## config.mk

```make
export PLATFORM = sky130hd
export DESIGN_NAME = lif_spike_rate_decoder_flat
export DESIGN_NICKNAME = d
export VERILOG_FILES = /design/src/rtl/lif_pkg.sv /design/src/rtl/lif_spike_rate_decoder_if.sv /design/src/rtl/lif_spike_edge.sv /design/src/rtl/lif_spike_rate_decoder.sv /design/src/flat_wrapper.sv
export SDC_FILE = /design/constraint.sdc
export NUM_CORES = 1
export LEC_CHECK = 0
export BUFFER_PORTS_ARGS = -buffer_cell sky130_fd_sc_hd__buf_2
export CORE_MARGIN = 10
export CORE_UTILIZATION = 35
export DETAILED_ROUTE_END_ITERATION = 10
export GPL_ROUTABILITY_DRIVEN = 0
export SLEW_MARGIN = 20
export SYNTH_ARGS = -nofsm -noshare
export SYNTH_HDL_FRONTEND = slang
export SYNTH_SLANG_ARGS = --single-unit
```

## constraint.sdc

```tcl
create_clock -name clk -period 5.4 [get_ports clk]
set_input_delay 1.08 -clock clk [delete_from_list [all_inputs] [get_ports clk]]
set_output_delay 1.08 -clock clk [all_outputs]
set_load 0.01 [all_outputs]
```

## src/rtl/lif_pkg.sv

```systemverilog
// lif_pkg: shared widths, rate-decoder state encoding and window-length helper
package lif_pkg;
  localparam int RATE_W = 8;
  localparam int MIN_WIN_LOG2 = 4;
  localparam int SEL_W = 3;
  localparam int TMR_W = MIN_WIN_LOG2 + 2 ** SEL_W - 1;
  typedef enum logic [1:0] {ST_IDLE, ST_COUNT, ST_DUMP} rate_state_t;
  function automatic logic [TMR_W:0] win_cycles(input logic [SEL_W-1:0] sel);
    return (TMR_W + 1)'(1) << (MIN_WIN_LOG2 + int'(sel));
  endfunction
endpackage

```

## src/rtl/lif_spike_rate_decoder_if.sv

```systemverilog
// lif_spike_rate_decoder_if: spike/window inputs and rate outputs of the rate decoder
interface lif_spike_rate_decoder_if;
  import lif_pkg::*;
  logic ena;
  logic spike_in;
  logic [SEL_W-1:0] win_sel;
  logic [RATE_W-1:0] rate_out;
  logic rate_valid;
  logic sat_flag;
  logic busy;
  modport master (output ena, spike_in, win_sel, input rate_out, rate_valid, sat_flag, busy);
  modport slave (input ena, spike_in, win_sel, output rate_out, rate_valid, sat_flag, busy);
endinterface

```

## src/rtl/lif_spike_edge.sv

```systemverilog
// lif_spike_edge: rising-edge pulse on d; clr pins history high so a held level never counts
module lif_spike_edge (
  input  logic clk,
  input  logic rst_n,
  input  logic clr,
  input  logic d,
  output logic rise
);
  logic prev;
  always_ff @(posedge clk or negedge rst_n)
    if (!rst_n) prev <= 1'b0;
    else prev <= clr | d;
  assign rise = d & ~prev & ~clr;
endmodule

```

## src/rtl/lif_spike_rate_decoder.sv

```systemverilog
// lif_spike_rate_decoder: counts spike rising edges per 2^(MIN_WIN_LOG2+win_sel)-cycle window, publishes a saturating rate
module lif_spike_rate_decoder
  import lif_pkg::*;
(
  input logic clk,
  input logic rst_n,
  lif_spike_rate_decoder_if.slave bus
);
  rate_state_t state, state_d;
  logic [TMR_W-1:0] timer;
  logic [RATE_W-1:0] count, count_inc, rate_q;
  logic [SEL_W-1:0] win_len_q;
  logic sat_pend, sat_inc, sat_q, valid_q, rise, at_max, last;
  lif_spike_edge u_edge (
    .clk  (clk),
    .rst_n(rst_n),
    .clr  (state == ST_IDLE),
    .d    (bus.spike_in),
    .rise (rise)
  );
  assign at_max = &count;
  assign count_inc = count + RATE_W'(rise & ~at_max);
  assign sat_inc = sat_pend | (rise & at_max);
  assign last = timer == TMR_W'(win_cycles(win_len_q) - 1'b1);
  always_ff @(posedge clk or negedge rst_n)
    if (!rst_n) state <= ST_IDLE;
    else state <= state_d;
  always_comb begin
    state_d = state;
    if (!bus.ena) state_d = ST_IDLE;
    else if (state != ST_COUNT) state_d = ST_COUNT;
    else if (last) state_d = ST_DUMP;
  end
  // Results are registered on the terminal edge so they are visible during the DUMP cycle
  always_ff @(posedge clk or negedge rst_n)
    if (!rst_n) begin
      timer <= '0;
      count <= '0;
      sat_pend <= 1'b0;
      win_len_q <= '0;
      rate_q <= '0;
      sat_q <= 1'b0;
      valid_q <= 1'b0;
    end else begin
      valid_q <= 1'b0;
      if (!bus.ena) begin
        timer <= '0;
        count <= '0;
        sat_pend <= 1'b0;
      end else if (state != ST_COUNT) begin
        timer <= '0;
        count <= (state == ST_DUMP) ? RATE_W'(rise) : '0;
        sat_pend <= 1'b0;
        win_len_q <= bus.win_sel;
      end else if (last) begin
        rate_q <= count_inc;
        sat_q <= sat_inc;
        valid_q <= 1'b1;
        timer <= '0;
        count <= '0;
        sat_pend <= 1'b0;
      end else begin
        timer <= timer + 1'b1;
        count <= count_inc;
        sat_pend <= sat_inc;
      end
    end
  assign bus.rate_out = rate_q;
  assign bus.sat_flag = sat_q;
  assign bus.rate_valid = valid_q;
  assign bus.busy = state == ST_COUNT;
endmodule

```

## src/flat_wrapper.sv

```systemverilog
// flat-port wrapper written by rule: the top's interface ports become plain ports
module lif_spike_rate_decoder_flat import lif_pkg::*;
  (clk, rst_n, bus_ena, bus_spike_in, bus_win_sel, bus_rate_out, bus_rate_valid, bus_sat_flag, bus_busy);
  lif_spike_rate_decoder_if bus_i ();
  input logic clk;
  input logic rst_n;
  input wire logic [$bits(bus_i.ena)-1:0] bus_ena;
  input wire logic [$bits(bus_i.spike_in)-1:0] bus_spike_in;
  input wire logic [$bits(bus_i.win_sel)-1:0] bus_win_sel;
  output wire logic [$bits(bus_i.rate_out)-1:0] bus_rate_out;
  output wire logic [$bits(bus_i.rate_valid)-1:0] bus_rate_valid;
  output wire logic [$bits(bus_i.sat_flag)-1:0] bus_sat_flag;
  output wire logic [$bits(bus_i.busy)-1:0] bus_busy;
  assign bus_i.ena = bus_ena;
  assign bus_i.spike_in = bus_spike_in;
  assign bus_i.win_sel = bus_win_sel;
  assign bus_rate_out = bus_i.rate_out;
  assign bus_rate_valid = bus_i.rate_valid;
  assign bus_sat_flag = bus_i.sat_flag;
  assign bus_busy = bus_i.busy;
  lif_spike_rate_decoder u_core (.clk(clk), .rst_n(rst_n), .bus(bus_i));
endmodule
```

-- After elaboration in Yosys (flattened, before gate mapping)
Index checks and enable logic that the tools add are counted.
- $add $sub $neg: 4
- eq/ne operators: 5
- shift-type cells: 1
- mux-type cells: 16
- bitwise operators: 10
- reduce and logical (&&, ||, !) cells: 4
- operators with widths (operator ; number):
    two-way mux 11 bit ; 3
    << shifter 1 x 32 -> 11 bit, first input constant ; 1
    two-way mux 8 bit ; 3
    adder 11 x 1 -> 11 bit, second input constant ; 1
    equality test 11 bit ; 1
    subtractor 11 x 1 -> 11 bit, second input constant ; 1
    adder 8 bit ; 1
    AND 1 x 8 -> 8 bit ; 1
    inverter 1 -> 8 bit ; 1
    AND reduction 8 bit ; 1
    two-way mux 1 bit ; 7
    two-way mux 2 bit ; 3
    adder 3 x 3 -> 4 bit, first input constant ; 1
    AND 1 bit ; 3
    inequality test 3 x 1 -> 1 bit, second input constant ; 1
    inverter 1 bit ; 3
    AND reduction 3 bit ; 1
    equality test 2 x 1 -> 1 bit, second input constant ; 1
    equality test 2 bit, second input constant ; 1
    zero test 2 bit ; 1
    inequality test 2 x 1 -> 1 bit, second input constant ; 1
    OR 1 bit ; 2
    AND reduction 2 bit ; 1
- flip-flop bits (word level): 36
- input bits: 7
- output and inout port bits: 11

-- Depth between registers and ports, before layout
Gate-level depths: netlist (run 1).
- word-level depth: 8
- mapped depth: 9
- mapped depth without buffers: 9

-- By module
Synthesis (run 1) repeated with hierarchy kept, for this count alone.
- cells, all modules: 159
- area total of the unflattened synthesis: 1680.4 um^2
- modules (own cells, without submodules) (module ; instances ; cells each ; area an instance (um^2) ; sequential area each (um^2)):
    lif_spike_rate_decoder ; 1 ; 156 ; 1641.6 ; 875.8
    lif_spike_edge ; 1 ; 3 ; 38.8 ; 25.0

-- Worst setup path after synthesis (run 1)
No wires, ideal clock.
- path type: input-to-reg
- from: in bus_spike_in
- to: reg u_core.rate_q[6] (netlist: u_core.bus.rate_out[6])
- setup time: 0.128 ns
- data arrival time: 2.207 ns
- data required time: 5.272 ns
- path slack: 3.065 ns
- stages on the path: 9
- cells stage by stage: nor2b_1 o21a_1 nor2b_1 ha_1 ha_1 nand2_1 nor2_1 xnor2_1 mux2i_1
- cells in the longest elaborated chain, start to end: 4
- ends and longest elaborated chain (item ; RTL line ; source):
    from (decl) ; flat_wrapper.sv:8 ; input wire logic [$bits(bus_i.spike_in)-1:0] bus_spike_in;
    AND 1 bit (2 in series) ; lif_spike_edge.sv:13 ; assign rise = d & ~prev & ~clr;
    AND 1 x 8 -> 8 bit ; lif_spike_rate_decoder.sv:22 ; assign count_inc = count + RATE_W'(rise & ~at_max);
    adder 8 bit ; lif_spike_rate_decoder.sv:22 ;
    to (signal assigned) ; lif_spike_rate_decoder.sv:56 ; rate_q <= count_inc;
    to (decl) ; lif_spike_rate_decoder.sv:11 ; logic [RATE_W-1:0] count, count_inc, rate_q;
No other way between the ends.
A chain may end at the register's enable or synchronous reset.

-- Final worst setup path (run 1)
Ends and elaborated chain as after synthesis.

==> flow_metrics.env, run 1 <==
export IMPL_synth_cells=158
export IMPL_cellPowerDensity_nw_per_um2=277
export IMPL_track_usage=0.0827
export IMPL_hold_buffers=0
export IMPL_synth_warnings=0
export IMPL_synth_area_per_cell_um2=10.9
export IMPL_grt_use_met3=0.0266
export IMPL_cts_root_buf="clkbuf_8"
export IMPL_path_class="primary input to register"
export IMPL_num_vias=1123
export IMPL_slew_headroom=0.480
export IMPL_synth_simple_area_share=0.184
export IMPL_die_w_um=90.1
export IMPL_clockBufferDepth=2
export IMPL_holdWs_ns=0.465
export IMPL_grt_pass1_vias=1187
export IMPL_rows=25
export IMPL_layout_common_cells="36 x dfrtp_1, 27 x nor2_1, 17 x buf_2, 12 x inv_1, 10 x nand3_1"
export IMPL_drv_slew=0
export IMPL_hp_class="register to register"
export IMPL_synthDistinctLibCells=36
export IMPL_drv_cap=0
export IMPL_io_buffer_count=17
export IMPL_hold_viol=0
export IMPL_clock_power_share=0.352
export IMPL_cts_sinks=36
export IMPL_crit_path_start_kind="primary input"
export IMPL_cts_resized=0
export IMPL_busiest_layer="met2"
export IMPL_async_flop_share=1.00
export IMPL_dp_hpwl_um=2100
export IMPL_utilization=0.404
export IMPL_cts_buffers=5
export IMPL_finClkSkew_ns=0.0133
export IMPL_reg2reg_depth=5
export IMPL_io_pins=18
export IMPL_p_sw_frac=0.262
export IMPL_synth_edf_count=0
export IMPL_first_pass_iters=2
export IMPL_cts_max_level=2
export IMPL_yosys_area_share_xor_xnor=0.0815
export IMPL_timing_final_crit_share=0.416
export IMPL_crit_arrival_ns=2.42
export IMPL_layout_setup_ws_ns=3.15
export IMPL_drive_above_1_share=0.197
export IMPL_crit_required_ns=5.57
export IMPL_p_leak_nw=0.952
export IMPL_synthMuxAreaShare=0.0756
export IMPL_rsz0062_at_grt="false"
export IMPL_peakVddDrop_mv=0.0923
export IMPL_place_ws_ns=2.82
export IMPL_synth_compound_area_frac=0.0545
export IMPL_cts_tree="yes"
export IMPL_worstSetupEndpointType="register"
export IMPL_antenna_cells=0
export IMPL_drt_iter0_markers=29
export IMPL_critPathCapture="u_core.bus.rate_out[6]$_DFFE_PN0P_"
export IMPL_overflow=0
export IMPL_syn_nets=168
export IMPL_r2r_slack_ns=3.31
export IMPL_avgRoutedWirePerCell_um=12.1
export IMPL_ys_seq_elements=36
export IMPL_setup_tns_ns=0
export IMPL_wl_um=2970
export IMPL_die_area_um2=8120
export IMPL_p_comb_frac=0.097
export IMPL_status="complete, no violations"
export IMPL_grt_pass1_wl_um=5550
export IMPL_crit_start="bus_spike_in"
export IMPL_path_clk_slew_ns=0.08
export IMPL_layout_commonest_cell="dfrtp_1"
export IMPL_antenna_found_initial=0
export IMPL_viasPerCell=4.58
export IMPL_area_growth_pct=11.6
export IMPL_crit_fanout=3
export IMPL_core_area_um2=4750
export IMPL_antenna_left=0
export IMPL_timing_rr_end="u_core.bus.rate_out[1]$_DFFE_PN0P_"
export IMPL_postCtsSetupBuffers=0
export IMPL_worst_pin_slew_ns=0.780
export IMPL_fin_nets=187
export IMPL_die_y_um=90.1
export IMPL_clk_latency_ns=0.29
export IMPL_use_met1=0.0985
export IMPL_power_switching_mw=0.139
export IMPL_p_seq_frac=0.551
export IMPL_syn_area_um2=1720
export IMPL_power_mw=0.531
export IMPL_drc=0
export IMPL_yosysSeqAreaShare=0.524
export IMPL_synthAdderAreaFrac=0.0218
export IMPL_use_met2=0.126
export IMPL_synth_top_family_by_area="simple AND/OR/NAND/NOR gates"
export IMPL_synth_main_ff_cell="dfrtp_1"
export IMPL_grt_max_degree=37
export IMPL_min_path_cells=1
export IMPL_rr_startpoint="u_core.win_len_q[1]$_DFFE_PN0P_"
export IMPL_start_util=0.362
export IMPL_period_needed_ns=2.25
export IMPL_intPower_mw=0.392
export IMPL_max_freq_ghz=0.445
export IMPL_setup_viol=0
[how the worst min path moves through the flow]
stage	from	to
after floorplan	u_core.timer[0]$_DFF_PN0_	u_core.timer[0]$_DFF_PN0_
after global placement	u_core.timer[0]$_DFF_PN0_	u_core.timer[0]$_DFF_PN0_
after detailed placement	u_core.timer[0]$_DFF_PN0_	u_core.timer[0]$_DFF_PN0_
after CTS	u_core.timer[0]$_DFF_PN0_	u_core.timer[0]$_DFF_PN0_
after global routing	u_core.timer[0]$_DFF_PN0_	u_core.timer[0]$_DFF_PN0_
final	u_core.timer[0]$_DFF_PN0_	u_core.timer[0]$_DFF_PN0_
[routing by layer]
metal | wire length, µm | share of wire
met5 | 0 | 0
met2 | 1320 | 0.44
met3 | 117 | 0.039
met1 | 1450 | 0.49
met4 | 84 | 0.028
[Yosys cell counts (2+ instances only)]
library cell,instances,area (µm²)
xnor2_1,9,78.8
xor2_1,7,61.3
mux2_2,4,45.0
nor2b_1,3,18.8
nand4_1,2,12.5
nand2_1,5,18.8
inv_1,12,45.0
buf_6,5,56.3
nor2_1,27,101
o21a_1,2,15.0
and3_1,5,31.3
nand3_1,10,50.1
ha_1,3,37.5
mux2i_1,7,70.1
dfrtp_1,36,901
[registers in the layout, indices dropped and copies added (netlist names)]
| signal | cells |
|---|---|
| u_core.bus.sat_flag | 1 |
| u_core.state | 2 |
| u_core.sat_pend | 1 |
| u_core.win_len_q | 3 |
| u_core.count | 8 |
| u_core.bus.rate_valid | 1 |
| u_core.u_edge.prev | 1 |
| u_core.bus.rate_out | 8 |
| u_core.timer | 11 |
[power groups by stage]
| stage | clock network, mW | logic [mW] | registers [mW] |
|---|---|---|---|
| 4_1_cts | 0.196 | 0.0529 | 0.293 |
| 5_1_grt | 0.212 | 0.0582 | 0.295 |
| 6_report | 0.187 | 0.0516 | 0.293 |
| 3_3_place_gp | 0 | 0.0523 | 0.298 |
| 3_5_place_dp | 0 | 0.0528 | 0.298 |
| 2_1_floorplan | 0 | 0.0543 | 0.288 |
[layout make-up]
class                           count  area, µm²
Sequential cell                    36        901
Fill cell                         483       2830
Tap cell                           67       83.8
Timing Repair Buffer               17       85.1
Clock buffer                        5       68.8
Clock inverter                      3       18.8
Multi-Input combinational cell    105        718
Inverter                           12       45.0
[per-stage QoR]
stage	area, µm²	std cells
finish	1920	245
detailed placement	1830	237
global route	1920	245
global placement	1830	237
floorplan	1720	158
CTS	1920	245
[logic make-up after synthesis]
group / count (synthesis)
DFF: 36
adders and majority gates: 3
AOI/OAI and AO/OA: 12
and+or+nand+nor: 62
muxes: 12
buffers and inverters: 17
xor gates and xnor gates: 16
[critical path, stage by stage]
cell and delay, ns:
buf_2 0.08, nor2b_1 0.16, o21a_1 0.15, nor2b_1 0.13, ha_1 0.18, ha_1 0.20
nand2_1 0.07, nor2_1 0.12, xnor2_1 0.15, mux2i_1 0.09
Note: power is estimated with default switching activity, not from simulation.
==> run 2: changes to the inputs <==
- clock period: 5.4 -> 1.9 ns (I/O delays scaled with it)
==> run 2 against run 1 <==
Effect of this change:
- core utilization rose by 2.7 points
- worst setup slack lost 3.0 ns
- clock skew decreased by 0.0073 ns
- global-route usage about the same
- critical path depth is 4 lower
- cell count increased by 4.1%
- critical path type is now register to register
- critical endpoint is now u_core.count[3]$_DFF_PN0_
- largest cell class unchanged
- highest routed layer unchanged
==> flow_metrics.env, run 2 (synthesized netlist as in run 1, its figures left out) <==
export IMPL_die_w_um=90.1
export IMPL_hold_buffers=0
export IMPL_cts_root_buf="clkbuf_8"
export IMPL_rr_startpoint="u_core.win_len_q[1]$_DFFE_PN0P_"
export IMPL_crit_arrival_ns=2.00
export IMPL_timing_rr_end="u_core.count[3]$_DFF_PN0_"
export IMPL_grt_max_degree=37
export IMPL_power_switching_mw=0.397
export IMPL_grt_pass1_vias=1198
export IMPL_path_clk_slew_ns=0.07
export IMPL_setup_viol=0
export IMPL_area_growth_pct=19.1
export IMPL_max_freq_ghz=0.561
export IMPL_placed_cell_area_um2=1920
export IMPL_antenna_left=0
export IMPL_rsz0062_at_grt="false"
export IMPL_layout_cells_non_filler=255
export IMPL_hold_viol=0
export IMPL_drv_cap=0
export IMPL_cellPowerDensity_nw_per_um2=820
export IMPL_finClkSkew_ns=0.00602
export IMPL_crit_path_start_kind="register"
export IMPL_cts_tree="yes"
export IMPL_slew_headroom=0.697
export IMPL_overflow=0
export IMPL_die_y_um=90.1
export IMPL_clk_latency_ns=0.29
export IMPL_cts_buffers=5
export IMPL_crit_required_ns=2.12
export IMPL_first_pass_iters=2
export IMPL_antenna_cells=0
export IMPL_largest_register_ff_count=11
export IMPL_worst_pin_slew_ns=0.455
export IMPL_clockBufferDepth=2
export IMPL_postCtsSetupBuffers=0
export IMPL_cts_max_level=2
export IMPL_drt_iter0_markers=18
export IMPL_avgRoutedWirePerCell_um=12.0
export IMPL_dp_hpwl_um=2210
export IMPL_rows=25
export IMPL_grt_pass1_wl_um=5490
export IMPL_p_leak_nw=1.02
export IMPL_fin_nets=197
export IMPL_drive_above_1_share=0.255
export IMPL_start_util=0.362
export IMPL_die_area_um2=8120
export IMPL_antenna_found_initial=0
export IMPL_drc=0
export IMPL_wl_um=3070
export IMPL_intPower_mw=1.28
export IMPL_top_register="u_core.timer"
export IMPL_setup_tns_ns=0
export IMPL_track_usage=0.0830
export IMPL_r2r_slack_ns=0.12
export IMPL_period_needed_ns=1.78
export IMPL_crit_fanout=16
export IMPL_reg2reg_depth=6
export IMPL_p_seq_frac=0.489
export IMPL_busiest_layer="met2"
export IMPL_clock_power_share=0.390
export IMPL_io_pins=18
export IMPL_timing_final_crit_share=0.938
export IMPL_worstSetupEndpointType="register"
export IMPL_io_buffer_count=17
export IMPL_p_comb_frac=0.121
export IMPL_use_met1=0.0941
export IMPL_p_sw_frac=0.237
export IMPL_viasPerCell=4.54
export IMPL_core_area_um2=4750
export IMPL_status="complete, no violations"
export IMPL_hp_class="primary input to async pin"
export IMPL_cts_resized=0
export IMPL_num_vias=1158
export IMPL_path_class="register to register"
export IMPL_use_met2=0.126
export IMPL_drv_slew=0
export IMPL_grt_use_met3=0.0333
export IMPL_cts_sinks=36
export IMPL_layout_common_cells="35 x dfrtp_1, 26 x nor2_1, 17 x buf_2, 12 x inv_1, 10 x nand3_1"
export IMPL_layout_commonest_cell="dfrtp_1"
export IMPL_peakVddDrop_mv=0.287
export IMPL_placedCellCount=247
export IMPL_postLayoutCellArea_um2=2050
run 2: changes by cell type in the layout (fill, tap and decap cells not counted), sizes merged:
cell	delta
buf	+10
clkinv	-2
bufinv	+1
clkbuf	+1
run 2: layout make-up:
class	count	area [µm²]
Tap cell	67	83.8
Clock buffer	6	72.6
Clock inverter	2	35.0
Multi-Input combinational cell	105	737
Timing Repair Buffer	27	173
Inverter	12	45.0
Sequential cell	36	902
Fill cell	496	2710
run 2: how the worst max path moves through the flow:
stage | cells past startpoint | end | start
after global placement | 6 | u_core.bus.rate_out[7]$_DFFE_PN0P_ | u_core.win_len_q[1]$_DFFE_PN0P_
after global routing | 8 | u_core.bus.rate_out[7]$_DFFE_PN0P_ | u_core.u_edge.prev$_DFF_PN0_
final | 6 | u_core.count[3]$_DFF_PN0_ | u_core.win_len_q[1]$_DFFE_PN0P_
after floorplan | 7 | u_core.bus.rate_out[1]$_DFFE_PN0P_ | u_core.win_len_q[1]$_DFFE_PN0P_
after detailed placement | 10 | u_core.bus.rate_out[6]$_DFFE_PN0P_ | bus_spike_in
after CTS | 6 | u_core.bus.rate_out[7]$_DFFE_PN0P_ | u_core.win_len_q[0]$_DFFE_PN0P_
run 2: power by group through the flow:
stage          Combinational [mW]  Clock [mW]  Sequential, mW
5_1_grt                     0.228       0.711           0.827
3_5_place_dp                0.197           0           0.835
3_3_place_gp                0.195           0           0.835
2_1_floorplan               0.154           0           0.820
6_report                    0.203       0.654           0.821
4_1_cts                     0.198       0.681           0.820
run 2: critical path, stage by stage, from the launching register on:
cell,delay [ns]
dfrtp_2,0.45
or3b_1,0.41
a22oi_2,0.18
a22oi_2,0.11
a31o_2,0.30
buf_12,0.15
nor2_1,0.10
run 2: metrics by stage:
stage | utilization | setup slack, ns | hold WS [ns] | power (mW)
6_report | 0.431 | 0.117 | 0.118 | 1.68
5_1_grt | 0.431 | 0.00343 | 0.154 | 1.77
4_1_cts | 0.427 | 0.0325 | 0.129 | 1.70
3_5_place_dp | 0.404 | 0.0503 | 0.444 | 1.03
3_3_place_gp | 0.404 | 0.0628 | 0.447 | 1.03
2_1_floorplan | - | 0.0903 | 0.0844 | 0.974
run 2: per-layer routing:
layer  up-vias  wire length, µm
li1        585                -
met1       554             1440
met2        14             1390
met3         5              140
met4         0               94
met5         -                0
